===== src/rtl/control_unit_if.sv =====
// Control strobe bundle between the control sequencer (master) and the datapath (slave).
// stop and IR flow into the sequencer; every other signal is a datapath control input.
interface control_unit_if;
  logic        stop;
  logic [31:0] IR;
  logic        PCout, Zlowout, MDRout, MARin, Zlowin, PCin, MDRin;
  logic        read, write, IRin, Yin, IncPc;
  logic        Cout, BAout, Rin, Rout, GRA, GRB, GRC;
  logic [1:0]  mdr_read;
  logic [3:0]  control;
  logic        run;

  modport master (
    input  stop, IR,
    output PCout, Zlowout, MDRout, MARin, Zlowin, PCin, MDRin,
           read, write, IRin, Yin, IncPc,
           Cout, BAout, Rin, Rout, GRA, GRB, GRC,
           mdr_read, control, run
  );

  modport slave (
    output stop, IR,
    input  PCout, Zlowout, MDRout, MARin, Zlowin, PCin, MDRin,
           read, write, IRin, Yin, IncPc,
           Cout, BAout, Rin, Rout, GRA, GRB, GRC,
           mdr_read, control, run
  );
endinterface


===== src/rtl/control_unit.sv =====
// Hardwired fetch/decode/execute sequencer: IDLE, T0-T7, HALT.
// State is registered; strobes are decoded from state, and from IR during T3-T7.
module control_unit (
  input  logic          clk,
  input  logic          reset,
  control_unit_if.master cu
);
  typedef enum logic [3:0] {
    S_IDLE, S_T0, S_T1, S_T2, S_T3, S_T4, S_T5, S_T6, S_T7, S_HALT
  } state_t;

  localparam logic [4:0] OP_LD   = 5'b00000;
  localparam logic [4:0] OP_LDI  = 5'b00001;
  localparam logic [4:0] OP_ST   = 5'b00010;
  localparam logic [4:0] OP_ADD  = 5'b00011;
  localparam logic [4:0] OP_SUB  = 5'b00100;
  localparam logic [4:0] OP_AND  = 5'b00101;
  localparam logic [4:0] OP_OR   = 5'b00110;
  localparam logic [4:0] OP_ADDI = 5'b01100;
  localparam logic [4:0] OP_HALT = 5'b11011;

  state_t     state_q, state_d;
  logic [4:0] opcode;
  logic       op_ld, op_st, op_ldi, op_alu, op_addi, op_halt;
  logic       op_mem, op_short, last_step;
  logic [3:0] alu_ctrl;
  logic       unused_ir;

  assign opcode    = cu.IR[31:27];
  assign unused_ir = ^cu.IR[26:0];

  assign op_ld    = (opcode == OP_LD);
  assign op_st    = (opcode == OP_ST);
  assign op_ldi   = (opcode == OP_LDI);
  assign op_alu   = (opcode == OP_ADD) || (opcode == OP_SUB) ||
                    (opcode == OP_AND) || (opcode == OP_OR);
  assign op_addi  = (opcode == OP_ADDI);
  assign op_halt  = (opcode == OP_HALT);
  assign op_mem   = op_ld || op_st;
  assign op_short = op_ldi || op_alu || op_addi;

  // nop and unrecognised opcodes retire in T3
  assign last_step = ((state_q == S_T3) && !op_mem && !op_short && !op_halt) ||
                     ((state_q == S_T5) && op_short) ||
                     ((state_q == S_T7) && op_mem);

  always_comb begin
    alu_ctrl = 4'd2;
    case (opcode)
      OP_SUB:  alu_ctrl = 4'd3;
      OP_AND:  alu_ctrl = 4'd4;
      OP_OR:   alu_ctrl = 4'd5;
      default: alu_ctrl = 4'd2;
    endcase
  end

  always_comb begin
    state_d = state_q;
    if (last_step) begin
      state_d = cu.stop ? S_HALT : S_T0;
    end else begin
      case (state_q)
        S_IDLE:  state_d = S_T0;
        S_T0:    state_d = S_T1;
        S_T1:    state_d = S_T2;
        S_T2:    state_d = S_T3;
        S_T3:    state_d = op_halt ? S_HALT : S_T4;
        S_T4:    state_d = S_T5;
        S_T5:    state_d = S_T6;
        S_T6:    state_d = S_T7;
        S_T7:    state_d = S_T0;
        default: state_d = S_HALT;
      endcase
    end
  end

  always_ff @(posedge clk or negedge reset) begin
    if (!reset) state_q <= S_IDLE;
    else        state_q <= state_d;
  end

  always_comb begin
    cu.PCout = 1'b0;  cu.Zlowout = 1'b0; cu.MDRout = 1'b0; cu.MARin = 1'b0;
    cu.Zlowin = 1'b0; cu.PCin = 1'b0;    cu.MDRin = 1'b0;  cu.read = 1'b0;
    cu.write = 1'b0;  cu.IRin = 1'b0;    cu.Yin = 1'b0;    cu.IncPc = 1'b0;
    cu.Cout = 1'b0;   cu.BAout = 1'b0;   cu.Rin = 1'b0;    cu.Rout = 1'b0;
    cu.GRA = 1'b0;    cu.GRB = 1'b0;     cu.GRC = 1'b0;
    cu.mdr_read = 2'b00;
    cu.control  = 4'd0;
    cu.run      = (state_q != S_IDLE) && (state_q != S_HALT);
    case (state_q)
      S_T0: begin
        cu.PCout = 1'b1; cu.MARin = 1'b1; cu.IncPc = 1'b1; cu.Zlowin = 1'b1;
      end
      S_T1: begin
        cu.Zlowout = 1'b1; cu.PCin = 1'b1; cu.read = 1'b1; cu.MDRin = 1'b1;
        cu.mdr_read = 2'b01;
      end
      S_T2: begin
        cu.MDRout = 1'b1; cu.IRin = 1'b1;
      end
      S_T3: begin
        // memory forms use the base-address path, register forms read GRB
        if (op_mem || op_ldi) begin
          cu.GRB = 1'b1; cu.BAout = 1'b1; cu.Yin = 1'b1;
        end else if (op_alu || op_addi) begin
          cu.GRB = 1'b1; cu.Rout = 1'b1; cu.Yin = 1'b1;
        end
      end
      S_T4: begin
        if (op_mem || op_ldi || op_addi) begin
          cu.Cout = 1'b1; cu.control = 4'd2; cu.Zlowin = 1'b1;
        end else if (op_alu) begin
          cu.GRC = 1'b1; cu.Rout = 1'b1; cu.Zlowin = 1'b1; cu.control = alu_ctrl;
        end
      end
      S_T5: begin
        if (op_mem) begin
          cu.Zlowout = 1'b1; cu.MARin = 1'b1;
        end else if (op_short) begin
          cu.Zlowout = 1'b1; cu.GRA = 1'b1; cu.Rin = 1'b1;
        end
      end
      S_T6: begin
        if (op_ld) begin
          cu.read = 1'b1; cu.MDRin = 1'b1; cu.mdr_read = 2'b01;
        end else if (op_st) begin
          cu.GRA = 1'b1; cu.BAout = 1'b1; cu.MDRin = 1'b1;
        end
      end
      S_T7: begin
        if (op_ld) begin
          cu.MDRout = 1'b1; cu.GRA = 1'b1; cu.Rin = 1'b1;
        end else if (op_st) begin
          cu.write = 1'b1;
        end
      end
      default: ;
    endcase
  end
endmodule

===== src/flat_wrapper.sv =====
// flat-port wrapper written by rule: the top's interface ports become plain ports
module control_unit_flat 
  (clk, reset, cu_stop, cu_IR, cu_PCout, cu_Zlowout, cu_MDRout, cu_MARin, cu_Zlowin, cu_PCin, cu_MDRin, cu_read, cu_write, cu_IRin, cu_Yin, cu_IncPc, cu_Cout, cu_BAout, cu_Rin, cu_Rout, cu_GRA, cu_GRB, cu_GRC, cu_mdr_read, cu_control, cu_run);
  control_unit_if cu_i ();
  input  logic clk;
  input  logic reset;
  input wire logic [$bits(cu_i.stop)-1:0] cu_stop;
  input wire logic [$bits(cu_i.IR)-1:0] cu_IR;
  output wire logic [$bits(cu_i.PCout)-1:0] cu_PCout;
  output wire logic [$bits(cu_i.Zlowout)-1:0] cu_Zlowout;
  output wire logic [$bits(cu_i.MDRout)-1:0] cu_MDRout;
  output wire logic [$bits(cu_i.MARin)-1:0] cu_MARin;
  output wire logic [$bits(cu_i.Zlowin)-1:0] cu_Zlowin;
  output wire logic [$bits(cu_i.PCin)-1:0] cu_PCin;
  output wire logic [$bits(cu_i.MDRin)-1:0] cu_MDRin;
  output wire logic [$bits(cu_i.read)-1:0] cu_read;
  output wire logic [$bits(cu_i.write)-1:0] cu_write;
  output wire logic [$bits(cu_i.IRin)-1:0] cu_IRin;
  output wire logic [$bits(cu_i.Yin)-1:0] cu_Yin;
  output wire logic [$bits(cu_i.IncPc)-1:0] cu_IncPc;
  output wire logic [$bits(cu_i.Cout)-1:0] cu_Cout;
  output wire logic [$bits(cu_i.BAout)-1:0] cu_BAout;
  output wire logic [$bits(cu_i.Rin)-1:0] cu_Rin;
  output wire logic [$bits(cu_i.Rout)-1:0] cu_Rout;
  output wire logic [$bits(cu_i.GRA)-1:0] cu_GRA;
  output wire logic [$bits(cu_i.GRB)-1:0] cu_GRB;
  output wire logic [$bits(cu_i.GRC)-1:0] cu_GRC;
  output wire logic [$bits(cu_i.mdr_read)-1:0] cu_mdr_read;
  output wire logic [$bits(cu_i.control)-1:0] cu_control;
  output wire logic [$bits(cu_i.run)-1:0] cu_run;
  assign cu_i.stop = cu_stop;
  assign cu_i.IR = cu_IR;
  assign cu_PCout = cu_i.PCout;
  assign cu_Zlowout = cu_i.Zlowout;
  assign cu_MDRout = cu_i.MDRout;
  assign cu_MARin = cu_i.MARin;
  assign cu_Zlowin = cu_i.Zlowin;
  assign cu_PCin = cu_i.PCin;
  assign cu_MDRin = cu_i.MDRin;
  assign cu_read = cu_i.read;
  assign cu_write = cu_i.write;
  assign cu_IRin = cu_i.IRin;
  assign cu_Yin = cu_i.Yin;
  assign cu_IncPc = cu_i.IncPc;
  assign cu_Cout = cu_i.Cout;
  assign cu_BAout = cu_i.BAout;
  assign cu_Rin = cu_i.Rin;
  assign cu_Rout = cu_i.Rout;
  assign cu_GRA = cu_i.GRA;
  assign cu_GRB = cu_i.GRB;
  assign cu_GRC = cu_i.GRC;
  assign cu_mdr_read = cu_i.mdr_read;
  assign cu_control = cu_i.control;
  assign cu_run = cu_i.run;
  control_unit u_core (.clk(clk), .reset(reset), .cu(cu_i));
endmodule

===== config.mk =====
export PLATFORM = sky130hd
export DESIGN_NAME = control_unit_flat
export DESIGN_NICKNAME = d
export VERILOG_FILES = /design/src/rtl/control_unit_if.sv /design/src/rtl/control_unit.sv /design/src/flat_wrapper.sv
export SDC_FILE = /design/constraint.sdc
export NUM_CORES = 1
export LEC_CHECK = 0
export CORE_MARGIN = 2
export CORE_UTILIZATION = 30
export CTS_CLUSTER_SIZE = 40
export DETAILED_ROUTE_END_ITERATION = 16
export PLACE_DENSITY_LB_ADDON = 0.1
export SLEW_MARGIN = 20
export SYNTH_ARGS = -nofsm -noshare
export SYNTH_HDL_FRONTEND = slang
export SYNTH_SLANG_ARGS = --single-unit

===== constraint.sdc =====
create_clock -name clk -period 1.9 [get_ports clk]
set_clock_uncertainty 0.05 [all_clocks]
set_input_delay 0.19 -clock clk [delete_from_list [all_inputs] [get_ports clk]]
set_output_delay 0.19 -clock clk [all_outputs]
set_load 0.02 [all_outputs]

# After elaboration in Yosys (flattened, before gate mapping)
# Cells that the tools add are included.
# W data, S select, Z words.
# classes
eq_ne	17
mux	43
n_reduce_logical	24
# op_table
op	count
$pmux W4 S8	1
$mux W1	24
$mux W4	5
$pmux W1 S2	9
$eq A4 B3 Y1 const B	4
$eq A5 B3 Y1 const B	3
$logic_or A1 B1 Y1	11
$eq A5 B2 Y1 const B	2
$pmux W3 S3	1
$eq A4 B2 Y1 const B	2
$logic_and A1 B1 Y1	6
$eq A5 B1 Y1 const B	1
$eq A5 B4 Y1 const B	1
$eq A5 B5 Y1 const B	1
$logic_not A5 Y1	1
$eq A4 B1 Y1 const B	1
$eq A4 B4 Y1 const B	1
$logic_not A4 Y1	1
$ne A4 B4 Y1 const B	1
$pmux W2 S2	1
$reduce_bool A4 Y1	1
$logic_not A1 Y1	3
$mux W3	1
$pmux W1 S3	1
$reduce_or A2 Y1	1
# totals
regBits	4
inputBits	35
out_inout_bits	26
elab_cells	85

# Depth between registers and ports, before layout
# logic_depth
depth_word	12
depth_mapped	6
mapped_depth_nobuf	5

# Least setup slack after synthesis
# OpenSTA, ideal clock, no wires.
# synth_timing
path_type	input-to-output
startpoint	input port cu_IR[27]
endpoint	output port cu_mdr_read[0]
arrival_ns	1.627
required_time_ns	1.660
path_slack_ns	0.033
stages	5
n_path_buf	2
path_cell_list	buf_6 -> nor4_2 -> nand4_1 -> o21ai_0 -> buf_4
# synth_between
elab_chain_cells	3
# synth_rtl
item	line	rtl
start, declared	flat_wrapper.sv:8	input wire logic [$bits(cu_i.IR)-1:0] cu_IR;
$logic_not A5 Y1	control_unit.sv:32	assign op_ld = (opcode == OP_LD);
$mux W1	control_unit.sv:125	if (op_ld) begin
$pmux W2 S2	control_unit.sv:91	case (state_q)
end, declared	flat_wrapper.sv:28	output wire logic [$bits(cu_i.mdr_read)-1:0] cu_mdr_read;
# Every way passes these cells.

# Final worst setup path
# layout_timing
startpoint	register u_core.state_q[0]
endpoint	output port cu_BAout
# layout_between
elab_chain_cells	2
elab_cells_between_ends	3
cone_classes	eq/ne (2); mux (1)
# layout_rtl
item	line	rtl
start, declared	control_unit.sv:22	state_t state_q, state_d;
start signal, assigned	control_unit.sv:79	else state_q <= state_d;
$eq A4 B3 Y1	control_unit.sv:91	
$pmux W1 S2 (*)	control_unit.sv:91	
end, declared	flat_wrapper.sv:22	output wire logic [$bits(cu_i.BAout)-1:0] cu_BAout;
# Every way passes the cells marked *; elsewhere a longest branch is shown, timed or not.

==> results.py <==
metrics = {
    "synthesis": {
        "synthesis.area_um2": 658.1,
        "synth-async-reset-ratio": 1.000,
        "synth_top_area_share": 0.1521,
        "synth_enable_flop_cells": 0,
        "syn_inst": 101,
        "synthDistinctLibCells": 37,
        "syn_avg_cell_area_um2": 6.516,
        "synthFlopType": "dfrtp_1",
        "yosysSeqAreaShare": 0.1521,
        "ys_seq_elements": 4,
        "synth.area.top_cells": "dfrtp_1 15%, nor2_1 8.0%, nor3_1 6.8%",
        "synth_warnings": 0,
        "yosys.area.top_type": "dfrtp_1",
    },
    "route": {
        "drc": 0,
        "wl_per_cell_um": 11.92,
        "ant_nets": 0,
        "routed_wl_mm": 2.134,
        "avgViaCountPerCell": 4.916,
        "vias": 880,
        "drt_pass1_iterations": 4,
        "drt-initial-drc-count": 18,
    },
    "clocking": {
        "numCtsBuffers": 3,
        "numClockSinks": 4,
        "htree_levels": 1,
        "insertion_delay_ns": 0.23,
        "clock_path_buffers": 2,
        "clk_pin_slew_worst_paths_ns": 0.04,
        "cts_root_buf": "clkbuf_4",
        "tritoncts": "built",
    },
    "power": {
        "totalPowerFinal_uw": 1287,
        "powerDensity_nw_per_um2": 1142,
        "leakage_uw": 0.0005989,
        "ir_drop_mv": 0.9472,
    },
    "floorplanning": {
        "num_io_pins": 61,
        "coreArea_um2": 2022,
        "start_util": 0.3255,
        "fp-row-count": 16,
        "dieArea_um2": 2584,
        "die_w_um": 50.84,
        "fp.dieH_um": 50.84,
    },
    "setup_path": {
        "r2r_start": "u_core.state_q[3]",
        "r2r-end": "u_core.state_q[3]",
        "path_class": "register to output port",
        "required_ns": 1.66,
        "r2r_slack_ns": 0.25,
        "start_kind": "register",
        "reg2regPathDepth": 6,
        "arrival_ns": 1.60,
        "crit_path_max_fanout": 3,
        "endpoint_kind": "output port",
    },
    "timing": {
        "fmax_mhz": 542.8,
        "timing.final.ws_setup_ns": 0.05770,
        "setup_viol": 0,
        "fin_crit_sh": 0.9696,
        "slew_viol_final": 0,
        "rsz0062_at_grt": "true",
        "min_period_ns": 1.842,
        "final-hold-violation-count": 0,
    },
    "finish": {
        "final_nets": 189,
        "syn_to_final_growth_pct": 71.10,
        "final_util": 0.5569,
        "finalInstanceArea_um2": 1126,
        "layout_commonest_cell": "buf_4",
        "top_register": "u_core.state_q",
        "antenna_cells": 0,
        "final_layout_size_suffix_gt1_frac": 0.3816,
        "largest_reg_flops": 4,
        "largestRegisters": "u_core.state_q x4",
        "most-common-layout-cells": "29 x buf_4, 11 x nand2_1, 10 x nor2_1",
    },
    "global_route": {
        "grt_pass1_wl_mm": 3.491,
        "grt_max_degree": 13,
        "grt_usage": 0.1733,
        "grt_pass1_vias": 798,
        "antenna_found_initial": 0,
        "overflow": 0,
    },
    "place": {
        "hpwl_mm": 1.696,
        "dp_worst_setup_slack_ns": -0.6196,
        "dpl_cell_area_um2": 1127,
        "gp_congestion": 0.8934,
        "io_buffer_count": 31,
    },
    "run_status": {
        "outcome": "completed",
    },
    "worst_hold_path": {
        "min_path_type": "input port to asynchronous set/reset pin",
    },
    "job": {
        "max_cap_viol_count": 0,
    },
}
## where the power goes
part | switching [uW] | internal, uW | total (uW)
Clock | 33.0 | 70.5 | 104
Sequential | 43.6 | 129 | 172
Combinational | 568 | 443 | 1010
Total | 644 | 642 | 1290
## cells by family (layout without fill, tap and decap cells)
logic type                Yosys count  after routing  synth area share
buffers and inverters              20             70            0.1749
and+or+nand+nor                    48             48            0.3555
xor gates and xnor gates            3              3           0.03993
other                               1              2          0.005698
DFF                                 4              4            0.1521
AOI/OAI and AO/OA                  24             24            0.2567
muxes                               1              1           0.01521
## critical path, stage by stage, from the launching register on
cell and delay, ns:
dfrtp_1 0.34, inv_2 0.05, nor2_2 0.14, buf_4 0.13, nand4_1 0.14, or2_1 0.28
o21ai_0 0.08, buf_2 0.19
## worst max-delay path by stage
stage / cells after the start / slack, ns / end / startpoint
2_1_floorplan: 5 / 0.03 / cu_mdr_read[0] / cu_IR[27]
3_3_place_gp: 6 / -0.51 / cu_BAout / cu_IR[27]
3_5_place_dp: 6 / -0.62 / cu_BAout / cu_IR[27]
4_1_cts: 6 / -0.009 / cu_read / u_core.state_q[0]
5_1_grt: 7 / -0.03 / cu_BAout / u_core.state_q[0]
6_report: 7 / 0.06 / cu_BAout / u_core.state_q[0]
## cell usage after synthesis, drive strengths merged, types with 2 or more instances
cell,number
nor4,2
nand2b,3
a32oi,3
clkbuf,3
nor3,9
dfrtp,4
buf,10
xor2,2
a211oi,2
a21oi,4
nor2,14
inv,6
a211o,2
o21ai,7
nand2,11
and3,4
## per-stage QoR
| step | hold slack [ns] | cells | setup TNS (ns) |
|---|---|---|---|
| 2_1_floorplan | -0.1556 | 102 | 0 |
| 3_3_place_gp | 0.3472 | 175 | -7.644 |
| 3_5_place_dp | 0.3492 | 175 | -8.576 |
| 4_1_cts | 0.09542 | 179 | -0.01338 |
| 5_1_grt | 0.1113 | 179 | -0.04404 |
| 6_report | 0.1012 | 179 | 0 |
## layout make-up
cell class	count	area, um2
tap	27	33.78
sequential	4	100.1
clock buffer	3	22.52
fill	212	895.9
inverter	7	26.28
timing repair buffer	60	459.2
multi-input combinational	78	484.2
## per-layer routing
metal	vias up	routed length [um]	GRT usage
met1	401	1002	0.2383
met3	2	112	0.005848
met4	0	21	0.05405
li1	448	-	-
met5	-	0	0
met2	29	997	0.2939
## what timing repair did
action | 4_1_cts | 5_1_grt
cloned | 0 | 0
setup endpoints to repair | 25 | 19
pin swaps | 1 | 3
gates resized for setup | 58 | 27
buffers inserted | 1 | 0
endpoints found under the hold margin | 0 | 0
hold buffers | 0 | 0
Power figures use the tool's default switching activity.
